[src/rtl/mips_pipe_pkg.sv]
// Shared constants for the MIPS32 pipeline bookkeeping blocks.
package mips_pipe_pkg;

    // Architectural register-address width
    localparam int REG_ADDR_W = 5;

    // Stage indices within the tracked portion of the pipeline
    localparam int STG_EX  = 0;
    localparam int STG_MEM = 1;
    localparam int STG_WB  = 2;

    // Register $zero: writes to it never need forwarding
    localparam logic [REG_ADDR_W-1:0] REG_ZERO = '0;

endpackage

[src/rtl/dest_match_encoder.sv]
// Compares one source register address against every tracked stage and
// reports whether any valid stage writes it, plus the youngest such stage.
module dest_match_encoder
    import mips_pipe_pkg::*;
#(
    parameter int ADDR_W = 5,
    parameter int DEPTH  = 3,
    parameter int SEL_W  = $clog2(DEPTH)
) (
    input  logic [DEPTH*ADDR_W-1:0] stage_addr,
    input  logic [DEPTH-1:0]        stage_valid,
    input  logic [ADDR_W-1:0]       src,
    output logic                    hit,
    output logic [SEL_W-1:0]        sel
);

    logic src_nonzero;

    assign src_nonzero = (src != ADDR_W'(REG_ZERO));

    // Scan oldest to youngest so the lowest matching index wins last
    always_comb begin
        hit = 1'b0;
        sel = '0;
        for (int k = DEPTH - 1; k >= 0; k--) begin
            if (src_nonzero && stage_valid[k] &&
                (stage_addr[k*ADDR_W +: ADDR_W] == src)) begin
                hit = 1'b1;
                sel = SEL_W'(k);
            end
        end
    end

endmodule

[src/rtl/dest_addr_pipe_tracker.sv]
// Tracks destination register address and write-pending flag for each
// instruction from EX through WB, with hold/stall/flush, and tells the
// forwarding unit which stage holds the youngest pending write per source.
module dest_addr_pipe_tracker
    import mips_pipe_pkg::*;
#(
    parameter int ADDR_W  = 5,
    parameter int DEPTH   = 3,
    parameter int NUM_SRC = 2,
    parameter int SEL_W   = $clog2(DEPTH)
) (
    input  logic                      clock,
    input  logic                      reset,
    input  logic                      hold,
    input  logic                      stall,
    input  logic                      flush,
    input  logic [ADDR_W-1:0]         dest_addr_in,
    input  logic                      dest_we_in,
    input  logic [NUM_SRC*ADDR_W-1:0] src_addr,
    output logic [DEPTH*ADDR_W-1:0]   dest_addr_out,
    output logic [DEPTH-1:0]          dest_valid_out,
    output logic [NUM_SRC-1:0]        fwd_hit,
    output logic [NUM_SRC*SEL_W-1:0]  fwd_stage
);

    logic [ADDR_W-1:0] addr_q  [DEPTH];
    logic              valid_q [DEPTH];

    // Stage registers: hold freezes everything, flush kills the EX capture,
    // stall keeps EX and drops a bubble into MEM, older stages always shift
    always_ff @(posedge clock or posedge reset) begin
        if (reset) begin
            for (int k = 0; k < DEPTH; k++) begin
                addr_q[k]  <= '0;
                valid_q[k] <= 1'b0;
            end
        end else if (!hold) begin
            if (flush) begin
                addr_q[STG_EX]  <= dest_addr_in;
                valid_q[STG_EX] <= 1'b0;
            end else if (!stall) begin
                addr_q[STG_EX]  <= dest_addr_in;
                valid_q[STG_EX] <= dest_we_in;
            end

            if (stall) begin
                addr_q[STG_MEM]  <= '0;
                valid_q[STG_MEM] <= 1'b0;
            end else begin
                addr_q[STG_MEM]  <= addr_q[STG_EX];
                valid_q[STG_MEM] <= valid_q[STG_EX];
            end

            for (int k = 2; k < DEPTH; k++) begin
                addr_q[k]  <= addr_q[k-1];
                valid_q[k] <= valid_q[k-1];
            end
        end
    end

    for (genvar k = 0; k < DEPTH; k++) begin : g_pack
        assign dest_addr_out[k*ADDR_W +: ADDR_W] = addr_q[k];
        assign dest_valid_out[k]                 = valid_q[k];
    end

    for (genvar j = 0; j < NUM_SRC; j++) begin : g_match
        dest_match_encoder #(
            .ADDR_W (ADDR_W),
            .DEPTH  (DEPTH),
            .SEL_W  (SEL_W)
        ) u_match (
            .stage_addr  (dest_addr_out),
            .stage_valid (dest_valid_out),
            .src         (src_addr[j*ADDR_W +: ADDR_W]),
            .hit         (fwd_hit[j]),
            .sel         (fwd_stage[j*SEL_W +: SEL_W])
        );
    end

endmodule

[config.mk]
export PLATFORM = sky130hd
export DESIGN_NAME = dest_addr_pipe_tracker
export DESIGN_NICKNAME = d
export VERILOG_FILES = /design/src/rtl/mips_pipe_pkg.sv /design/src/rtl/dest_match_encoder.sv /design/src/rtl/dest_addr_pipe_tracker.sv
export SDC_FILE = /design/constraint.sdc
export NUM_CORES = 1
export LEC_CHECK = 0
export CAP_MARGIN = 10
export CORE_MARGIN = 2
export CORE_UTILIZATION = 45
export CTS_BUF_LIST = sky130_fd_sc_hd__clkbuf_8
export DETAILED_ROUTE_END_ITERATION = 8
export GPL_TIMING_DRIVEN = 0
export HOLD_SLACK_MARGIN = 0.15
export PLACE_DENSITY = 0.79
export SLEW_MARGIN = 20
export SYNTH_ARGS = -nofsm -noshare
export SYNTH_HDL_FRONTEND = slang
export SYNTH_SLANG_ARGS = --single-unit
[constraint.sdc]
create_clock -name clock -period 2 [get_ports clock]
set_input_delay 0.4 -clock clock [delete_from_list [all_inputs] [get_ports clock]]
set_output_delay 0.4 -clock clock [all_outputs]
set_load 0.005 [all_outputs]
==> impl_metrics.yaml, run 1 <==
cells_and_area:
  final_cell_mix: "27 x clkdlybuf4s50_1, 17 x buf_4, 13 x dfrtp_1"
  drive_above_1_share_pct: 47.8
  n_fill_cell: 155
  syn_to_final_growth_pct: 66.7
  fin_area_sq_um: 1940
  diodes: 0
  nets: 202
  fin_cells: 210
  layout_commonest_cell: "clkdlybuf4s50_1"
critical_path:
  cp.arrival_ps: 1890
  crit_type: "reg2out"
  cp-startpoint: "dest_addr_out[8]"
  rrSetupSlack_ps: 830
  cp-start-kind: "register"
  timing.rr.start: "dest_addr_out[7]"
  critPathMaxFanout: 3
  r2r_cells: 4
  reg2reg_to: "dest_addr_out[12]"
  cp.required_ps: 1600
  endpoint: "fwd_stage[3]"
  endpoint_kind: "output pin"
synth:
  synth_area_per_cell_sq_um: 10.4
  synth.distinct_cells: 24
  synth_seq_cells: 18
  yosysSeqAreaShare_pct: 38.7
  mappedNetlistNets: 133
  synth_ff_type: "dfrtp_1"
  synthCells: 112
  synth_edf_count: 0
  async_flop_share_pct: 100
  yosysWarnings: 0
  netlist_area_sq_um: 1160
sta:
  tightest_slew_ps: 647
  period_share_pct: 115
  drv_slew: 0
  rsz0062_at_grt: "true"
  hold_violations: 0
  setup_viol: 6
  clock.fmax_mhz: 436
  min_period_ps: 2290
  maxSlewHeadroom_pct: 56.8
  clock_skew_ps: 1.66
  fin_ws_ps: -293
floorplan:
  core_sq_um: 2450
  die_w_um: 54.9
  num_rows: 18
  initial_core_util_pct: 47.5
  dieArea_sq_um: 3010
  fp.dieH_um: 54.9
  design.portCount: 45
route:
  firstDrtPassIters: 4
  vias: 1123
  routed_wirelength_mm: 3.58
  drc: 0
  antenna_left: 0
  drt_iter0_drc: 25
  wl_per_cell_um: 17.0
  viasPerCell: 5.35
place:
  dp_cells: 185
  place_area_sq_um: 1630
  finalWeightedCongestion: 0.812
  port_buffers: 43
pwr:
  p_leak_nw: 0.857
  pwr-share-seq_pct: 39.1
  power_density_nw_per_um2: 625
  combPwrFrac_pct: 37.3
  power_switching_mw: 0.344
  peakVddDrop_uv: 514
  p_int_mw: 0.870
  clkPwrFrac_pct: 23.6
  sw_frac_of_total_pct: 28.3
global_routing:
  met3_usage_pct: 1.09
  antenna_found_initial: 0
  gr-usage-met2_pct: 46.0
  grt_util_met1_pct: 28.9
  grt_max_degree: 19
  grt_pass1_vias: 1098
  grt_use_total_pct: 24.3
  grt_busiest_layer: "met2"
  gr-total-overflow: 0
  grt_pass1_wl_mm: 5.09
clocking:
  cts_buffer_depth: 2
  numCtsBuffers: 3
  cts_tree: "built"
  cts.sinks: 18
  worstSkewPairLatency_ps: 250
  cts.htree.levels: 1
  hold_buffers: 0
  cts_root_buf: "clkbuf_8"
  clk_pin_slew_ps: 60
outcome:
  violations: "setup timing"
  status: "finished with violations"
run:
  maxCapViolations: 0
hold_path:
  hold_class: "in2async"
==> state kept, by name, summed over array words and instances (netlist names) <==
signal          cells
dest_addr_out      15
dest_valid_out      3
==> worst min-delay path by stage <==
stage | from | slack [ps] | end
after global routing | reset | 600 | dest_addr_out[13]
after detailed placement | dest_valid_out[2] | 560 | dest_valid_out[2]
final | reset | 540 | dest_addr_out[9]
after CTS | reset | 560 | dest_valid_out[0]
after global placement | dest_valid_out[2] | 550 | dest_valid_out[2]
after floorplan | reset | 340 | dest_addr_out[0]
==> power by group through the flow <==
stage          logic [mW]  registers (mW)  clock network (mW)
2_1_floorplan       0.153           0.474                   0
3_3_place_gp        0.315           0.486                   0
3_5_place_dp        0.323           0.487                   0
4_1_cts             0.425           0.467               0.292
5_1_grt             0.480           0.482               0.311
6_report            0.452           0.475               0.286
==> worst max-delay path, stage by stage, from the launching register on <==
cell and delay [ps]:
dfrtp_2 430, buf_6 140, xnor2_2 150, nand4_1 150, or4_4 460, nor3b_2 170, buf_2 140
==> cell families after synthesis <==
| family | share of synthesized area [%] |
|---|---|
| and+or+nand+nor | 21.5 |
| buffers and inverters | 2.58 |
| DFF | 38.7 |
| AOI/OAI and AO/OA | 4.08 |
| xor gates and xnor gates | 22.6 |
| muxes | 10.6 |
==> timing repair <==
item | CTS | global route
gates resized for setup | 80 | 8
endpoints found under the setup margin | 6 | 6
buffers inserted | 20 | 1
pin swaps | 26 | 11
==> final cells by class <==
class / count / area [sq um] / area share, %
Buffer: 4 / 22.5 / 1.16
Tap cell: 30 / 37.5 / 1.93
Inverter: 2 / 7.51 / 0.387
Sequential cell: 18 / 457 / 23.5
Timing Repair Buffer: 64 / 568 / 29.3
Multi-Input combinational cell: 88 / 795 / 40.9
Clock buffer: 4 / 55.1 / 2.84
==> metal layers <==
metal	wire length, um	share of wire [%]
met4	82	2.3
met1	1450	41
met5	0	0
met3	212	5.9
met2	1830	51
==> metrics by stage <==
stage | util [%] | setup TNS (ps) | setup WS, ps | hold WS, ps | power (mW)
5_1_grt | 79.1 | -1620 | -337 | 597 | 1.27
2_1_floorplan | - | 0 | 198 | 339 | 0.628
3_5_place_dp | 66.5 | -5020 | -884 | 562 | 0.810
6_report | 79.1 | -1320 | -293 | 536 | 1.21
3_3_place_gp | 66.5 | -4870 | -851 | 550 | 0.801
4_1_cts | 77.4 | -1600 | -385 | 561 | 1.18
==> synthesized netlist by cell type (4+ instances only) <==
cell      count  area [sq um]
xor2_1        8          70.1
o21ai_0       6          30.0
nand2b_1      6          37.5
xnor2_1      22           193
or4_4         4          45.0
dfrtp_1      18           450
nand4_1       6          37.5
nand2_1       8          30.0
mux2_2       11           124
Power figures use the tool's default switching activity.
==> inputs of run 2 (changes only) <==
--- a/config.mk
+++ b/config.mk
@@ -6,7 +6,7 @@
 export NUM_CORES = 1
 export LEC_CHECK = 0
 export CAP_MARGIN = 10
-export CORE_MARGIN = 2
+export CORE_MARGIN = 1
 export CORE_UTILIZATION = 45
 export CTS_BUF_LIST = sky130_fd_sc_hd__clkbuf_8
 export DETAILED_ROUTE_END_ITERATION = 8
==> impl_metrics.yaml, run 2 (same netlist as run 1, synthesis figures left out) <==
floorplan:
  die_w_um: 52.9
  dieArea_sq_um: 2800
  initial_core_util_pct: 47.5
  fp.dieH_um: 52.9
  num_rows: 18
  design.portCount: 45
  core_sq_um: 2450
critical_path:
  critPathTopFamily: "simple AND/OR/NAND/NOR gates"
  endpoint_kind: "output pin"
  crit_type: "reg2out"
  crit_buf_inv: 2
  reg2reg_to: "dest_addr_out[13]"
  cp.required_ps: 1600
  cpMaxStageDelayCell: "or4_4"
  r2r_cells: 4
  timing.rr.start: "dest_addr_out[8]"
  cp-start-kind: "register"
  cp.arrival_ps: 1810
  critPathMaxFanout: 5
  rrSetupSlack_ps: 790
  crit_chain: "xor2_1 -> or4_4 -> buf_6 -> nor3b_2 -> buf_2"
  max_stage_delay_ps: 540
cells_and_area:
  diodes: 0
  n_fill_cell: 165
  layout_commonest_cell: "clkdlybuf4s50_1"
  fin_cells: 206
  drive_above_1_share_pct: 45.5
  final_cell_mix: "27 x clkdlybuf4s50_1, 17 x xnor2_1, 12 x buf_2, 12 x buf_4"
  largest_reg_flops: 15
  syn_to_final_growth_pct: 60.3
  fin_area_sq_um: 1870
  nets: 198
sta:
  drv_slew: 0
  clock_skew_ps: 0.997
  maxSlewHeadroom_pct: 57.0
  hold_violations: 0
  rsz0062_at_grt: "true"
  period_share_pct: 111
  clock.fmax_mhz: 452
  tightest_slew_ps: 644
  worst_hold_slack_ps: 540
  min_period_ps: 2210
  fin_ws_ps: -211
  setup_viol: 6
place:
  dp_cells: 185
  port_buffers: 43
  place_ws_ps: -874
  place_area_sq_um: 1630
  finalWeightedCongestion: 0.835
clocking:
  clk_pin_slew_ps: 60
  numCtsBuffers: 3
  worstSkewPairLatency_ps: 240
  cts_tree: "built"
  cts_root_buf: "clkbuf_8"
  cts.htree.levels: 1
  cts.sinks: 18
  cts_buffer_depth: 2
global_routing:
  grt_pass1_vias: 1096
  gr-total-overflow: 0
  grt_pass1_wl_mm: 4.91
  grt_use_total_pct: 24.7
  grt_max_degree: 19
  antenna_found_initial: 0
outcome:
  status: "finished with violations"
  violations: "setup timing"
route:
  vias: 1133
  routed_wirelength_mm: 3.28
  drt_iter0_drc: 17
  wl_per_cell_um: 15.9
  drc: 0
  viasPerCell: 5.50
  antenna_left: 0
  firstDrtPassIters: 4
run:
  maxCapViolations: 0
pwr:
  peakVddDrop_uv: 567
  power_mw: 1.16
  p_leak_nw: 0.809
  power_density_nw_per_um2: 624
hold_path:
  hold_class: "in2async"
==> run 2: cell count changes in the layout (fill, tap and decap cells not counted), sizes merged <==
| cell | before | now |
|---|---|---|
| clkbuf | 5 | 6 |
| clkdlybuf4s15 | 6 | 1 |
==> run 2: power by group <==
part,switching (mW),internal [mW]
combinational,0.150,0.255
sequential,0.0663,0.412
clock,0.107,0.174
total,0.323,0.841
==> run 2: routing by layer <==
layer,vias up,wire (um),global-route usage [%]
li1,519,-,-
met1,556,1320,29.5
met2,52,1720,43.9
met3,6,179,2.59
met4,0,65,11.4
met5,-,0,0
==> run 2: worst max path at each step <==
stage / to / startpoint / cells past startpoint
2_1_floorplan: fwd_hit[1] / src_addr[5] / 5
3_3_place_gp: fwd_stage[3] / src_addr[9] / 6
6_report: fwd_stage[3] / dest_addr_out[5] / 5
3_5_place_dp: fwd_stage[3] / src_addr[9] / 6
4_1_cts: fwd_stage[3] / dest_addr_out[13] / 6
5_1_grt: fwd_stage[3] / dest_addr_out[12] / 6
==> run 2: metrics by stage <==
| step | util [%] | setup TNS (ps) |
|---|---|---|
| 2_1_floorplan | - | 0 |
| 3_3_place_gp | 66.5 | -4880 |
| 3_5_place_dp | 66.5 | -4960 |
| 4_1_cts | 75.5 | -1260 |
| 5_1_grt | 76.0 | -1190 |
| 6_report | 76.0 | -854 |
==> run 2: area by class of cell <==
type	count	area [sq um]	area share (%)
Buffer	2	7.51	0.402
Clock buffer	4	55.1	2.95
Inverter	2	7.51	0.402
Multi-Input combinational cell	88	762	40.8
Sequential cell	18	459	24.6
Tap cell	30	37.5	2.01
Timing Repair Buffer	62	538	28.8
==> run 2: worst reg2reg max path, delay by kind of cell (launching register included) <==
family   cells  cell delay, ps
flops        1             440
mux          1             250
buf+inv      3             410
==> run 2: what timing repair did <==
| action | 4_1_cts | 5_1_grt |
|---|---|---|
| hold buffers | 0 | 0 |
| pin swaps | 25 | 13 |
| resized for setup | 78 | 15 |
| endpoints found under the setup margin | 6 | 6 |
| setup buffers | 16 | 3 |
==> inputs of run 3 (changes only) <==
--- a/config.mk
+++ b/config.mk
@@ -17,3 +17,4 @@
 export SYNTH_ARGS = -nofsm -noshare
 export SYNTH_HDL_FRONTEND = slang
 export SYNTH_SLANG_ARGS = --single-unit
+export TNS_END_PERCENT = 30
==> constraint.sdc (replaced) <==
create_clock -name clock -period 2 [get_ports clock]
set_input_delay 0.4 -clock clock [delete_from_list [all_inputs] [get_ports clock]]
set_output_delay 0.4 -clock clock [all_outputs]
set_load 0.02 [all_outputs]
==> impl_metrics.yaml, run 3 (same netlist as run 1, synthesis figures left out) <==
outcome:
  status: "finished with violations"
  violations: "setup timing"
sta:
  period_share_pct: 109
  min_period_ps: 2180
  tightest_slew_ps: 642
  drv_slew: 0
  maxSlewHeadroom_pct: 57.1
  worst_hold_slack_ps: 538
  clock_skew_ps: 0.983
  rsz0062_at_grt: "true"
  fin_ws_ps: -176
  setup_viol: 6
  clock.fmax_mhz: 459
  hold_violations: 0
cells_and_area:
  diodes: 0
  fin_cells: 197
  syn_to_final_growth_pct: 53.1
  drive_above_1_share_pct: 41.9
  largest_reg_flops: 15
  final_util_pct: 72.6
  n_fill_cell: 191
  nets: 189
  layout_commonest_cell: "clkdlybuf4s50_1"
  fin_area_sq_um: 1780
  final_cell_mix: "27 x clkdlybuf4s50_1, 16 x xnor2_1, 16 x buf_4"
pwr:
  power_mw: 1.20
  p_leak_nw: 0.743
  peakVddDrop_uv: 592
  power_density_nw_per_um2: 673
route:
  drc: 0
  wl_per_cell_um: 15.7
  routed_wirelength_mm: 3.09
  highest_layer: "met4"
  wl_met1_mm: 1.31
  antenna_left: 0
  viasPerCell: 5.42
  vias: 1068
  wl_met3_um: 116
  drt_iter0_drc: 24
  wl_met2_mm: 1.58
  firstDrtPassIters: 4
floorplan:
  die_w_um: 52.9
  fp.dieH_um: 52.9
  num_rows: 18
  design.portCount: 45
  dieArea_sq_um: 2800
  initial_core_util_pct: 47.5
  core_sq_um: 2450
global_routing:
  grt_use_total_pct: 23.0
  grt_pass1_wl_mm: 4.62
  gr-total-overflow: 0
  antenna_found_initial: 0
  grt_max_degree: 19
  grt_pass1_vias: 1042
clocking:
  cts.sinks: 18
  numCtsBuffers: 3
  cts.htree.levels: 1
  cts_buffer_depth: 2
  worstSkewPairLatency_ps: 240
  clk_pin_slew_ps: 60
  cts_tree: "built"
  cts_root_buf: "clkbuf_8"
  hold_buffers: 0
run:
  maxCapViolations: 0
place:
  port_buffers: 43
  place_area_sq_um: 1630
  dp_cells: 185
  finalWeightedCongestion: 0.835
critical_path:
  crit_type: "in2out"
  r2r_cells: 2
  crit_buf_inv: 3
  critPathMaxFanout: 4
  crit_chain: "clkdlybuf4s15_2 -> or4_4 -> nor2_4 -> or4_4 -> nand3_1 -> buf_4 -> buf_4"
  cp.arrival_ps: 1780
  cp.required_ps: 1600
  critPathTopFamily: "simple AND/OR/NAND/NOR gates"
  endpoint_kind: "output pin"
  cpMaxStageDelayCell: "or4_4"
  max_stage_delay_ps: 510
  cp-start-kind: "primary input"
  cp_num_cells: 7
hold_path:
  hold_class: "in2async"
[run 3: layer usage]
layer  up-vias  track usage [%]
met5         -                0
met4         0             10.1
met3        10             2.30
met2        43             39.5
met1       518             28.9
li1        497                -
[run 3: path summary, 6_finish.rpt]
kind / endpoint / slack (ps) / start
min in group clock: dest_valid_out[2] / 590 / dest_valid_out[2]
hold / removal: dest_addr_out[13] / 540 / reset
hold reg to reg: dest_valid_out[2] / 590 / dest_valid_out[2]
max in group asynchronous: dest_addr_out[0] / 1010 / reset
setup / recovery: fwd_hit[1] / -180 / src_addr[7]
setup reg to reg: dest_addr_out[13] / 1040 / dest_addr_out[8]
[run 3: cell type report]
cell class	count	area (sq um)	share of cell area (%)
clock buffer	4	55.1	3.09
sequential	18	463	26.0
multi-input combinational	88	747	41.9
timing repair buffer	51	450	25.3
tap	30	37.5	2.11
buffer	4	22.5	1.26
inverter	2	7.51	0.421
[run 3: power breakdown]
group	internal, mW	switching (mW)
Sequential	0.413	0.0767
Clock	0.174	0.108
Combinational	0.242	0.187
Total	0.829	0.371
[run 3: repair_timing]
item,4_1_cts,5_1_grt
pin swaps,10,12
gates cloned,0,0
gates resized for setup,66,20
setup buffers,2,6
setup endpoints to repair,6,6
[run 3: metrics by stage]
| stage | worst slack (ps) | setup TNS (ps) |
|---|---|---|
| 2_1_floorplan | 59.7 | 0 |
| 3_5_place_dp | -977 | -5580 |
| 5_1_grt | -231 | -1230 |
| 6_report | -176 | -825 |
| 4_1_cts | -235 | -1050 |
| 3_3_place_gp | -953 | -5500 |
